<file path="src/rtl/relprime_top_level.sv">
// relprime_top_level
//   Computes relPrime(n): the smallest m >= 2 with gcd(n, m) == 1 for an
//   unsigned WIDTH-bit n. On a start request, n is latched and a search over
//   candidate m values begins. Each candidate is tested with a
//   subtraction-based Euclid GCD that performs one step per clock.
//
// Ports
//   CLK             system clock; all state updates on the rising edge
//   RST_N           asynchronous, active-low reset
//   register_value  n; sampled only when a computation is accepted
//   decimal_two     first candidate m (normally 2)
//   decimal_one     candidate increment (normally 1)
//   start           level-sampled request while idle or done
//   out             last result m; held until the next success or reset
//   done            high while the result on out is valid
module relprime_top_level #(
  parameter int WIDTH = 16
) (
  input  logic             CLK,
  input  logic             RST_N,
  input  logic [WIDTH-1:0] register_value,
  input  logic [WIDTH-1:0] decimal_two,
  input  logic [WIDTH-1:0] decimal_one,
  input  logic             start,
  output logic [WIDTH-1:0] out,
  output logic             done
);

  typedef enum logic [2:0] {
    S_IDLE,
    S_LOAD,
    S_GCD,
    S_CHECK,
    S_DONE
  } state_t;

  state_t           state_q, state_d;
  logic [WIDTH-1:0] n_q, n_d;
  logic [WIDTH-1:0] m_q, m_d;
  logic [WIDTH-1:0] a_q, a_d;
  logic [WIDTH-1:0] b_q, b_d;
  logic [WIDTH-1:0] out_q, out_d;

  // State and datapath registers; reset returns the block to idle with all
  // operands and the result cleared.
  always_ff @(posedge CLK or negedge RST_N) begin
    if (!RST_N) begin
      state_q <= S_IDLE;
      n_q     <= '0;
      m_q     <= '0;
      a_q     <= '0;
      b_q     <= '0;
      out_q   <= '0;
    end else begin
      state_q <= state_d;
      n_q     <= n_d;
      m_q     <= m_d;
      a_q     <= a_d;
      b_q     <= b_d;
      out_q   <= out_d;
    end
  end

  // Next-state and datapath control. Every register holds by default and only
  // the state currently active changes it.
  always_comb begin
    state_d = state_q;
    n_d     = n_q;
    m_d     = m_q;
    a_d     = a_q;
    b_d     = b_q;
    out_d   = out_q;

    case (state_q)
      S_IDLE, S_DONE: begin
        if (start) begin
          n_d = register_value;
          m_d = decimal_two;
          // n = 0 has no coprime m (gcd(0, m) = m), so it short-circuits to a
          // zero result instead of searching forever.
          if (register_value == '0) begin
            out_d   = '0;
            state_d = S_DONE;
          end else begin
            state_d = S_LOAD;
          end
        end
      end

      S_LOAD: begin
        a_d     = n_q;
        b_d     = m_q;
        state_d = S_GCD;
      end

      // Always subtract the smaller operand from the larger, so nothing
      // underflows; equality means a_q holds the GCD.
      S_GCD: begin
        if (a_q == b_q) begin
          state_d = S_CHECK;
        end else if (a_q > b_q) begin
          a_d = a_q - b_q;
        end else begin
          b_d = b_q - a_q;
        end
      end

      S_CHECK: begin
        if (a_q == WIDTH'(1)) begin
          out_d   = m_q;
          state_d = S_DONE;
        end else begin
          m_d     = m_q + decimal_one;
          state_d = S_LOAD;
        end
      end

      default: begin
        state_d = S_IDLE;
      end
    endcase
  end

  assign out  = out_q;
  assign done = (state_q == S_DONE);

endmodule

</file>
<file path="config.mk">
export PLATFORM = sky130hd
export DESIGN_NAME = relprime_top_level
export DESIGN_NICKNAME = d
export VERILOG_FILES = /design/src/rtl/relprime_top_level.sv
export SDC_FILE = /design/constraint.sdc
export NUM_CORES = 1
export LEC_CHECK = 0
export ABC_CLOCK_PERIOD_IN_PS = 5700
export BUFFER_PORTS_ARGS = -buffer_cell sky130_fd_sc_hd__buf_2
export CORE_MARGIN = 2
export CORE_UTILIZATION = 38
export DETAILED_ROUTE_END_ITERATION = 6
export PLACE_DENSITY = 0.67
export SYNTH_ARGS = -nofsm -noshare
export SYNTH_HDL_FRONTEND = slang
export SYNTH_SLANG_ARGS = --single-unit
</file>
<file path="constraint.sdc">
create_clock -name CLK -period 5.7 [get_ports CLK]
set_clock_uncertainty 0.15 [all_clocks]
set_input_delay 0.57 -clock CLK [delete_from_list [all_inputs] [get_ports CLK]]
set_output_delay 0.57 -clock CLK [all_outputs]
set_load 0.02 [all_outputs]
</file>
======== After elaboration in Yosys (flattened, before gate mapping) ========
Index checks and enable logic that the tools add are counted.
storage, ports and cells
  input port bits ......................... 51
  bits in registers ....................... 83
  logic and storage cells ................. 53
  output and inout port bits .............. 17
cells by class
  add/subtract/negate cells ............... 3
  reduce and logical (&&, ||, !) cells .... 11
  eq/ne operators ......................... 14
  magnitude comparators ................... 1
  muxes and demuxes ....................... 18
operator list
  kind                   count
  $mux W16               9
  $pmux W16 S2           4
  $sub A16 B16 Y16       2
  $add A16 B16 Y16       1
  $eq A16 B1 Y1 const B  1
  $eq A16 B16 Y1         1
  $gt A16 B16 Y1         1
  $logic_not A16 Y1      1
  $ne A2 B2 Y1 const B   8
  $mux W3                4
  $pmux W3 S4            1
  $reduce_and A3 Y1      3
  $eq A3 B2 Y1 const B   2
  $reduce_and A2 Y1      2
  $reduce_and A4 Y1      1
  $reduce_bool A2 Y1     2
  $eq A3 B1 Y1 const B   1
  $eq A3 B3 Y1 const B   1
  $logic_not A3 Y1       1
  $reduce_or A2 Y1       1

======== Longest topological paths before layout ========
Gate-level depths: netlist of run 1.
  depth after elaboration ................. 4
  mapped depth ............................ 11
  depth with buffers taken out ............ 10

======== Least setup slack after synthesis of run 1 ========
No wires, ideal clock.
  path type ............................... input -> register
  from .................................... input decimal_one[0]
  to ...................................... register m_q[14]
  required time ........................... 5424 ps
  cell stages on the path ................. 10
  setup slack ............................. 3004 ps
  data arrival time ....................... 2420 ps
  path buffers ............................ 0
  library setup time ...................... 126 ps
  cell sequence ........................... ha_1 -> inv_1 -> fa_1 -> nor2b_1 -> o31a_1 -> o22a_1 -> a21oi_1 -> o31ai_1 -> xor2_1 -> a221o_1
between the ends
  cells in the longest elaborated chain, start to end .. 3
ends and longest elaborated chain
  what                  RTL line  text
  from (decl)           23        input logic [WIDTH-1:0] decimal_one,
  $add A16 B16 Y16      113       m_d = m_q + decimal_one;
  $mux W16              109       if (a_q == WIDTH'(1)) begin
  $pmux W16 S2          74        case (state_q)
  to (signal assigned)  57        m_q <= m_d;
  to (decl)             39        logic [WIDTH-1:0] m_q, m_d;
No other way between the ends. The select of a mux whose other input is x is not followed.
A chain may end at the register's enable or synchronous reset.

======== Worst setup path after layout of run 1 ========
  from .................................... register a_q[2]
  to ...................................... register b_q[13]
between the ends
  cells in the longest elaborated chain, start to end .. 4
  elaborated cells on any way between the ends .. 9
  those cells by class .................... add/sub: 1; order compare: 1; eq/ne: 3; mux: 3; reduce/logical: 1
ends and longest elaborated chain
  what                    RTL line  text
  from (decl)             40        logic [WIDTH-1:0] a_q, a_d;
  from (signal assigned)  51        a_q <= '0;
  from (signal assigned)  58        a_q <= a_d;
  $sub A16 B16 Y16        104       b_d = b_q - a_q;
  $mux W16                101       end else if (a_q > b_q) begin
  $mux W16                99        if (a_q == b_q) begin
  $pmux W16 S2            74
  to (signal assigned)    52        b_q <= '0;
  to (signal assigned)    59        b_q <= b_d;
  to (decl)               41        logic [WIDTH-1:0] b_q, b_d;
Parallel ways exist; a longest one is shown, timed or not. The select of a mux whose other input is x is not followed.

==> results.md, run 1 <==
- Crit Reg-Reg Startpoint: a_q[2]$_DFFE_PN0P_
- Synth top area cells: dfrtp_1 (34%), ha_1 (9.5%), a21oi_1 (4.5%)
- Grt total ovfl: 0
- Post-route clock period utilization: 55.3%
- Largest net degree at the start of global routing: 48
- Core Box Area: about 16000 um2
- R2r endpoint: b_q[13]$_DFFE_PN0P_
- Std-Cell Rows: 46
- Worst Path Required: ~5800 ps
- Setup violators final: 0
- Reg2reg path depth: 8
- PwrDens: 689 nW/um2
- Top-count cell post-synth: dfrtp_1
- Number of global-route vias before repair: around 5000
- Area Overhead vs Synth: 13.0%
- H-tree depth: 3
- Hold Crit Class: primary input to async pin
- GRT Total Usage: 19.9%
- Main synth FF type: dfrtp_1
- Avg Synthesized Cell Area: about 8.6 um2
- Post-synth top area share: between 30% and 40%
- CP Max Fanout: 31
- Initial antenna violation count: 0
- I/O Buffers: between 60 and 70
- Post-synth EDFFs: 0
- Via count: 5403
- Root Buffer Master: clkbuf_16
- Fmax: between 300 and 400 MHz
- Placed cell area: roughly 6600 um2
- Leakage: 3.16 nW
- Die Wd: around 130 um
- CTS clock-pin slew for the worst setup and hold paths: around 70 ps
- Routed WL: about 16000 um
- Cell variety after synth: 62
- Max-slew violations: 0
- CTS Buf Count: 9
- Routed Antenna Nets: 0
- Full die area: roughly 17000 um2
- Postcts setup bufs: 0
- Initial Utilization: 38.6%
- Final Critical Period: 3150 ps
- Worst path arrival time: between 3000 and 4000 ps
- DR WL/cell: between 15 and 20 um
- Post-route cell area: roughly 6800 um2
- Final Hold Fails: 0
- Setup slack, reg-to-reg: approximately 2600 ps
- Cell Area, Synth: about 6100 um2
- Layout cell share with drive strength beyond 1: ~16%
- # diodes: 0
- Async set-reset flop share out of synthesis: 100%
- Seq/Total Area, Yosys: approximately a third
- Syn Inst Count: about 700
- Crit path kind: flip-flop to flip-flop
- DRT Pass-1 Iters: 5
- Synth Warn #: 0
- Slew @ Worst Pin: slightly above 1000 ps
- Clock Path Buffers: 2
- Crit. End Element: flip-flop
- PostCTS Resize Cnt: 0
- Rel. slew slack: roughly a third
- VDD IR max: ~0.00027 V
- Clock sink count: a little over 80
- Outcome: complete, no violations
- Flop and latch count out of synthesis: 83
- DPL Wire Length: 12000 um
- Nets@finish: roughly 850
- Starting DRT DRC Count: ~340
- Die height: about 130 um
- Max_cap viols: 0
- DRC Markers: 0
- Crit start category: flip-flop
- Number of vias per cell: 5.57
- Post-Syn Nets: 804
- Hold Buf Count CTS: 0
- Clk Latency, worst-skew pair: 350 ps
- Post-synth top area cell: dfrtp_1
- Final setup TNS: 0 ps
- CTS tree: yes
- Ports: between 60 and 70
- First-pass GRT wire length: between 20000 and 30000 um
- Top cells by count, synth: dfrtp_1 (83), nor2_1 (68), nand2_1 (58)
- RSZ-0062 raised after global routing: false
- GPL Wtd Cong: around 0.86
==> how the worst max path moves through the flow <==
| stage | startpoint | endpoint |
|---|---|---|
| after floorplan | decimal_one[0] | m_q[14]$_DFFE_PN0P_ |
| after global placement | a_q[2]$_DFFE_PN0P_ | b_q[13]$_DFFE_PN0P_ |
| after detailed placement | a_q[2]$_DFFE_PN0P_ | b_q[13]$_DFFE_PN0P_ |
| after CTS | a_q[2]$_DFFE_PN0P_ | b_q[13]$_DFFE_PN0P_ |
| after global routing | a_q[9]$_DFFE_PN0P_ | a_q[12]$_DFFE_PN0P_ |
| final | a_q[2]$_DFFE_PN0P_ | b_q[13]$_DFFE_PN0P_ |
==> where the power goes <==
| group | switching [mW] | internal (mW) | leakage [nW] | total [mW] |
|---|---|---|---|---|
| Clock | 0.278 | 0.308 | 0.142 | 0.586 |
| Combinational | 1.79 | 1.24 | 2.00 | 3.02 |
| Sequential | 0.266 | 0.842 | 1.01 | 1.11 |
| Total | 2.33 | 2.39 | 3.16 | 4.72 |
==> stage by stage <==
| stage | hold WS [ps] | power (mW) | instances | setup WS [ps] | util, % |
|---|---|---|---|---|---|
| after detailed placement | 327 | 4.09 | 954 | 2580 | 41.7 |
| after CTS | 63.9 | 4.70 | 970 | 2560 | 43.6 |
| after floorplan | 124 | 3.44 | 704 | 3000 | - |
| after global routing | 79.7 | 5.17 | 970 | 2320 | 43.6 |
| after global placement | 333 | 4.06 | 954 | 2600 | 41.7 |
| final | 48.0 | 4.72 | 970 | 2550 | 43.6 |
==> metal layers <==
layer | track usage (%) | vias to the layer above | part of all wire (%)
li1 | - | 2646 | -
met1 | 27.7 | 2541 | 46
met2 | 30.9 | 190 | 45
met3 | 4.51 | 26 | 7.0
met4 | 6.07 | 0 | 2.3
met5 | 0 | - | 0
==> sequential cells by signal (all words and copies together), names as in the netlist <==
register	flops
a_q	16
m_q	16
out	16
state_q	3
n_q	16
b_q	16
==> placed cells by master, fill, tap and decap left out, types with 5 or more instances in the layout <==
| cell type | synthesis | layout |
|---|---|---|
| a211oi_1 | 8 | 8 |
| a21o_1 | 6 | 6 |
| a21oi_1 | 55 | 55 |
| a22o_1 | 16 | 16 |
| a31oi_1 | 20 | 20 |
| buf_2 | 16 | 66 |
| buf_4 | 2 | 7 |
| clkbuf_16 | 0 | 9 |
| dfrtp_1 | 83 | 83 |
| ha_1 | 46 | 46 |
| inv_1 | 41 | 41 |
| mux2_2 | 20 | 20 |
| mux2i_1 | 8 | 8 |
| nand2_1 | 58 | 58 |
| nand2b_1 | 6 | 6 |
| nand3_1 | 14 | 14 |
| nand4_1 | 9 | 9 |
| nor2_1 | 68 | 68 |
| nor2b_1 | 8 | 8 |
| nor3_1 | 22 | 22 |
| nor4_1 | 7 | 7 |
| o211ai_1 | 9 | 9 |
| o21a_1 | 20 | 20 |
| o21ai_0 | 45 | 45 |
| o31a_1 | 7 | 7 |
| o31ai_1 | 5 | 5 |
| or3_1 | 11 | 11 |
| xnor2_1 | 12 | 12 |
| xor2_1 | 6 | 6 |
==> kinds of logic after synthesis <==
| group | synth area share, % |
|---|---|
| XOR/XNOR | 2.60 |
| buffers and inverters | 5.41 |
| adder cells (fa/ha/maj) | 10.5 |
| AND/OR/NAND/NOR | 17.3 |
| AO/OA/AOI/OAI | 24.7 |
| flip-flops | 34.3 |
| multiplexers | 5.23 |
==> worst max-delay path: stages, from the launching register on <==
cell     delay (ps)
dfrtp_1         400
inv_1            60
ha_1            410
nor2b_4         180
o31a_1          270
o31a_1          310
o21ai_4         250
o31a_2          600
mux2_2          400
==> area by class of cell <==
class / instances / area [um2]
inverters: 41 / 154
flip-flops and latches: 83 / 2080
repair buffers: 73 / 383
fillers: 1541 / 8860
clock buffers: 9 / 225
clock inverters: 7 / 70.1
well taps: 216 / 270
multi-input cells: 541 / 3670
(Power assumes the default switching activity.)
==> run 2, diff against run 1 <==
--- a/config.mk
+++ b/config.mk
@@ -5,12 +5,13 @@
 export SDC_FILE = /design/constraint.sdc
 export NUM_CORES = 1
 export LEC_CHECK = 0
-export ABC_CLOCK_PERIOD_IN_PS = 5700
+export ABC_AREA = 1
+export ABC_CLOCK_PERIOD_IN_PS = 2800
 export BUFFER_PORTS_ARGS = -buffer_cell sky130_fd_sc_hd__buf_2
 export CORE_MARGIN = 2
 export CORE_UTILIZATION = 38
 export DETAILED_ROUTE_END_ITERATION = 6
-export PLACE_DENSITY = 0.67
+export PLACE_DENSITY = 0.68
 export SYNTH_ARGS = -nofsm -noshare
 export SYNTH_HDL_FRONTEND = slang
 export SYNTH_SLANG_ARGS = --single-unit
==> constraint.sdc (replaced) <==
create_clock -name CLK -period 2.8 [get_ports CLK]
set_clock_uncertainty 0.15 [all_clocks]
set_input_delay 0.28 -clock CLK [delete_from_list [all_inputs] [get_ports CLK]]
set_output_delay 0.28 -clock CLK [all_outputs]
set_load 0.02 [all_outputs]
==> run 2 against run 1 <==
Net effect:
- global-route usage shrank 0.33 points
- combinational power grew 140%
- clock power up 110%
- first-iteration DRC count increased by 27%
- final area is 13% higher
- register-to-register slack got worse by 2300 ps
- highest routed layer is now met5
- power is 130% higher
- synthesized cell count up 47%
- utilization shrank 0.23 points
- largest power group unchanged
- sequential power increased by 85%
- area after synthesis up 13%
- wire length is 14% higher
==> results.md, run 2 <==
- Outcome: complete, no violations
- Routed Antenna Nets: 0
- Worst path arrival time: 2670 ps
- Crit path kind: flip-flop to flip-flop
- Crit-path leading delay family: simple AND/OR/NAND/NOR gates
- Post-route clock period utilization: about nine tenths
- Crit. End Element: flip-flop
- Nets@finish: 1196
- Top cells by count, synth: nand2_1 (359), inv_1 (181), dfrtp_1 (83)
- CP Cell Sequence: inv_1 -> ha_1 -> fa_1 -> inv_1 -> nand3_1 -> nand2_1 -> nand2_1 -> nand2_2 -> nand2_2 -> nand3_2 -> nand2_4 -> inv_2 -> nand2_1 -> nand2_1
- GRT Total Usage: between 15 and 20%
- Avg Synthesized Cell Area: roughly 6.6 um2
- Setup violators final: 0
- RSZ-0062 raised after global routing: false
- Total power: roughly 11 mW
- DRC Markers: 0
- Worst Path Required: around 2900 ps
- Crit-path most repeated cell: nand2_1
- H-tree depth: 3
- GRT met3 Usage: between 3 and 4%
- Cell Area, Synth: ~7000 um2
- Core Util, Final: between 40 and 50%
- Die Wd: about 140 um
- Synth top area cells: dfrtp_1 (30%), nand2_1 (20%), inv_1 (9.9%)
- Core Box Area: approximately 18000 um2
- PwrDens: approximately 1400 nW/um2
- Met2 Use GR: between 30 and 40%
- Post-synth top area cell: dfrtp_1
- Die height: 138 um
- Via count: approximately 6500
- Max-slew violations: 0
- Final Hold Fails: 0
- Fill count: around 1800
- CTS clock-pin slew for the worst setup and hold paths: 70 ps
- Post-Syn Nets: between 1000 and 1500
- Seq/Total Area, Yosys: 30.3%
- Met1 usage: approximately 25%
- DRT Pass-1 Iters: 5
- I/O Buffers: 67
- Commonest non-fill, non-tap cells in the layout: nand2_1 (359), inv_1 (181), dfrtp_1 (83)
- Post-synth top area share: between 30 and 40%
- Commonest non-fill, non-tap cell in the layout: nand2_1
- Number of vias per cell: 4.90
- Initial antenna violation count: 3
- Max_cap viols: 0
- Layout cell share with drive strength beyond 1: approximately 16%
- CTS Buf Count: 9
- Full die area: about 19000 um2
- Post-synth EDFFs: 0
- Routed WL: 18400 um
- CP Max Fanout: 25
- DPL Wire Length: about 15000 um
- Clk Latency, worst-skew pair: roughly 340 ps
- Postcts setup bufs: 0
- Initial Utilization: between 30% and 40%
- CTS tree: yes
- CP bufs+invs: 3
- Number of global-route vias before repair: between 6000 and 7000
- Final setup TNS: 0 ps
- Flop and latch count out of synthesis: 83
- Leakage: approximately 4.4 nW
- Std-Cell Rows: 49
- DR WL/cell: between 10 and 15 um
- Starting DRT DRC Count: roughly 430
- Synth Warn #: 0
- Final hold slack: approximately 40 ps
- VDD IR max: ~0.00046 V
- Ports: about 70
- Grt total ovfl: 0
- Async set-reset flop share out of synthesis: 100%
- GPL Wtd Cong: 0.979
- Top-count cell post-synth: nand2_1
- Root Buffer Master: clkbuf_16
- Hold Crit Class: primary input to flip-flop
- Clock Path Buffers: 2
- Final Critical Period: 2540 ps
- Slowest stage delay, CP: about 410 ps
- Main synth FF type: dfrtp_1
- Slew @ Worst Pin: just under 500 ps
- Crit start category: flip-flop
- Rel. slew slack: roughly two thirds
- Clock sink count: a little over 80
- First-pass GRT wire length: approximately 30000 um
- Area Overhead vs Synth: 12.8%
- Largest net degree at the start of global routing: 50
- Cell variety after synth: 36
- Setup slack, reg-to-reg: ~260 ps
- GRT Max-Usage Layer: met2
- Fmax: 393 MHz
- CP max-delay cell: dfrtp_1
- Syn Inst Count: 1033
run 2: worst register-to-register path, delay by kind of cell (launching register included):
kind                       cells  cell delay, ps
and+or+nand+nor                9             890
adders and majority gates      2             640
DFF                            1             410
buffers and inverters          3             400
run 2: logic make-up (layout without fill, tap and decap cells):
kind of cell               after synthesis  count (layout)  share of synthesized area (%)
AOI/OAI and AO/OA                      101             101                           8.65
xor gates and xnor gates                13              13                           1.66
adders and majority gates               49              49                           9.27
buffers and inverters                  210             278                           12.3
DFF                                     83              83                           30.3
muxes                                    7               7                           1.15
other                                    0               1                              0
and+or+nand+nor                        570             570                           36.7
run 2: layout make-up:
| class | instances | area, um2 | area share [%] |
|---|---|---|---|
| clock buffer | 9 | 225 | 2.91 |
| inverter | 186 | 698 | 9.03 |
| timing repair buffer | 76 | 420 | 5.44 |
| multi-input combinational | 740 | 3940 | 50.9 |
| tap | 229 | 287 | 3.70 |
| antenna | 1 | 2.50 | 0.0324 |
| sequential | 83 | 2080 | 26.9 |
| clock inverter | 7 | 83.8 | 1.08 |
run 2: metal layers:
layer  wire [um]  vias to the layer above
met1        8260                     2981
met4         559                        2
li1            -                     3338
met5          13                        -
met3         888                       40
met2        8660                      161
run 2: final timing paths:
check,from,to,cells past startpoint
hold reg to reg,n_q[14]$_DFFE_PN0P_,n_q[14]$_DFFE_PN0P_,2
hold / removal,register_value[10],n_q[10]$_DFFE_PN0P_,2
setup reg to reg,a_q[0]$_DFFE_PN0P_,b_q[14]$_DFFE_PN0P_,14
setup / recovery,a_q[0]$_DFFE_PN0P_,b_q[14]$_DFFE_PN0P_,14
min in group asynchronous,RST_N,a_q[13]$_DFFE_PN0P_,2
max in group asynchronous,RST_N,m_q[10]$_DFFE_PN0P_,3
run 2: through the flow:
| step | setup WS, ps | cell area (um2) | instances |
|---|---|---|---|
| 6_report | 255 | 7730 | 1331 |
| 5_1_grt | 28.0 | 7730 | 1330 |
| 4_1_cts | 230 | 7730 | 1330 |
| 3_5_place_dp | 248 | 7410 | 1313 |
| 3_3_place_gp | 314 | 7410 | 1313 |
| 2_1_floorplan | 642 | 6860 | 1033 |
run 2: power breakdown:
group	internal [mW]	leakage, nW	switching [mW]
clock network	0.705	0.148	0.511
registers	1.69	1.05	0.361
logic	2.44	3.16	4.90
total	4.84	4.35	5.78
run 2: what timing repair did:
item,4_1_cts,5_1_grt
gates resized for setup,0,0
hold endpoints to repair,34,0
hold buffers,1,0
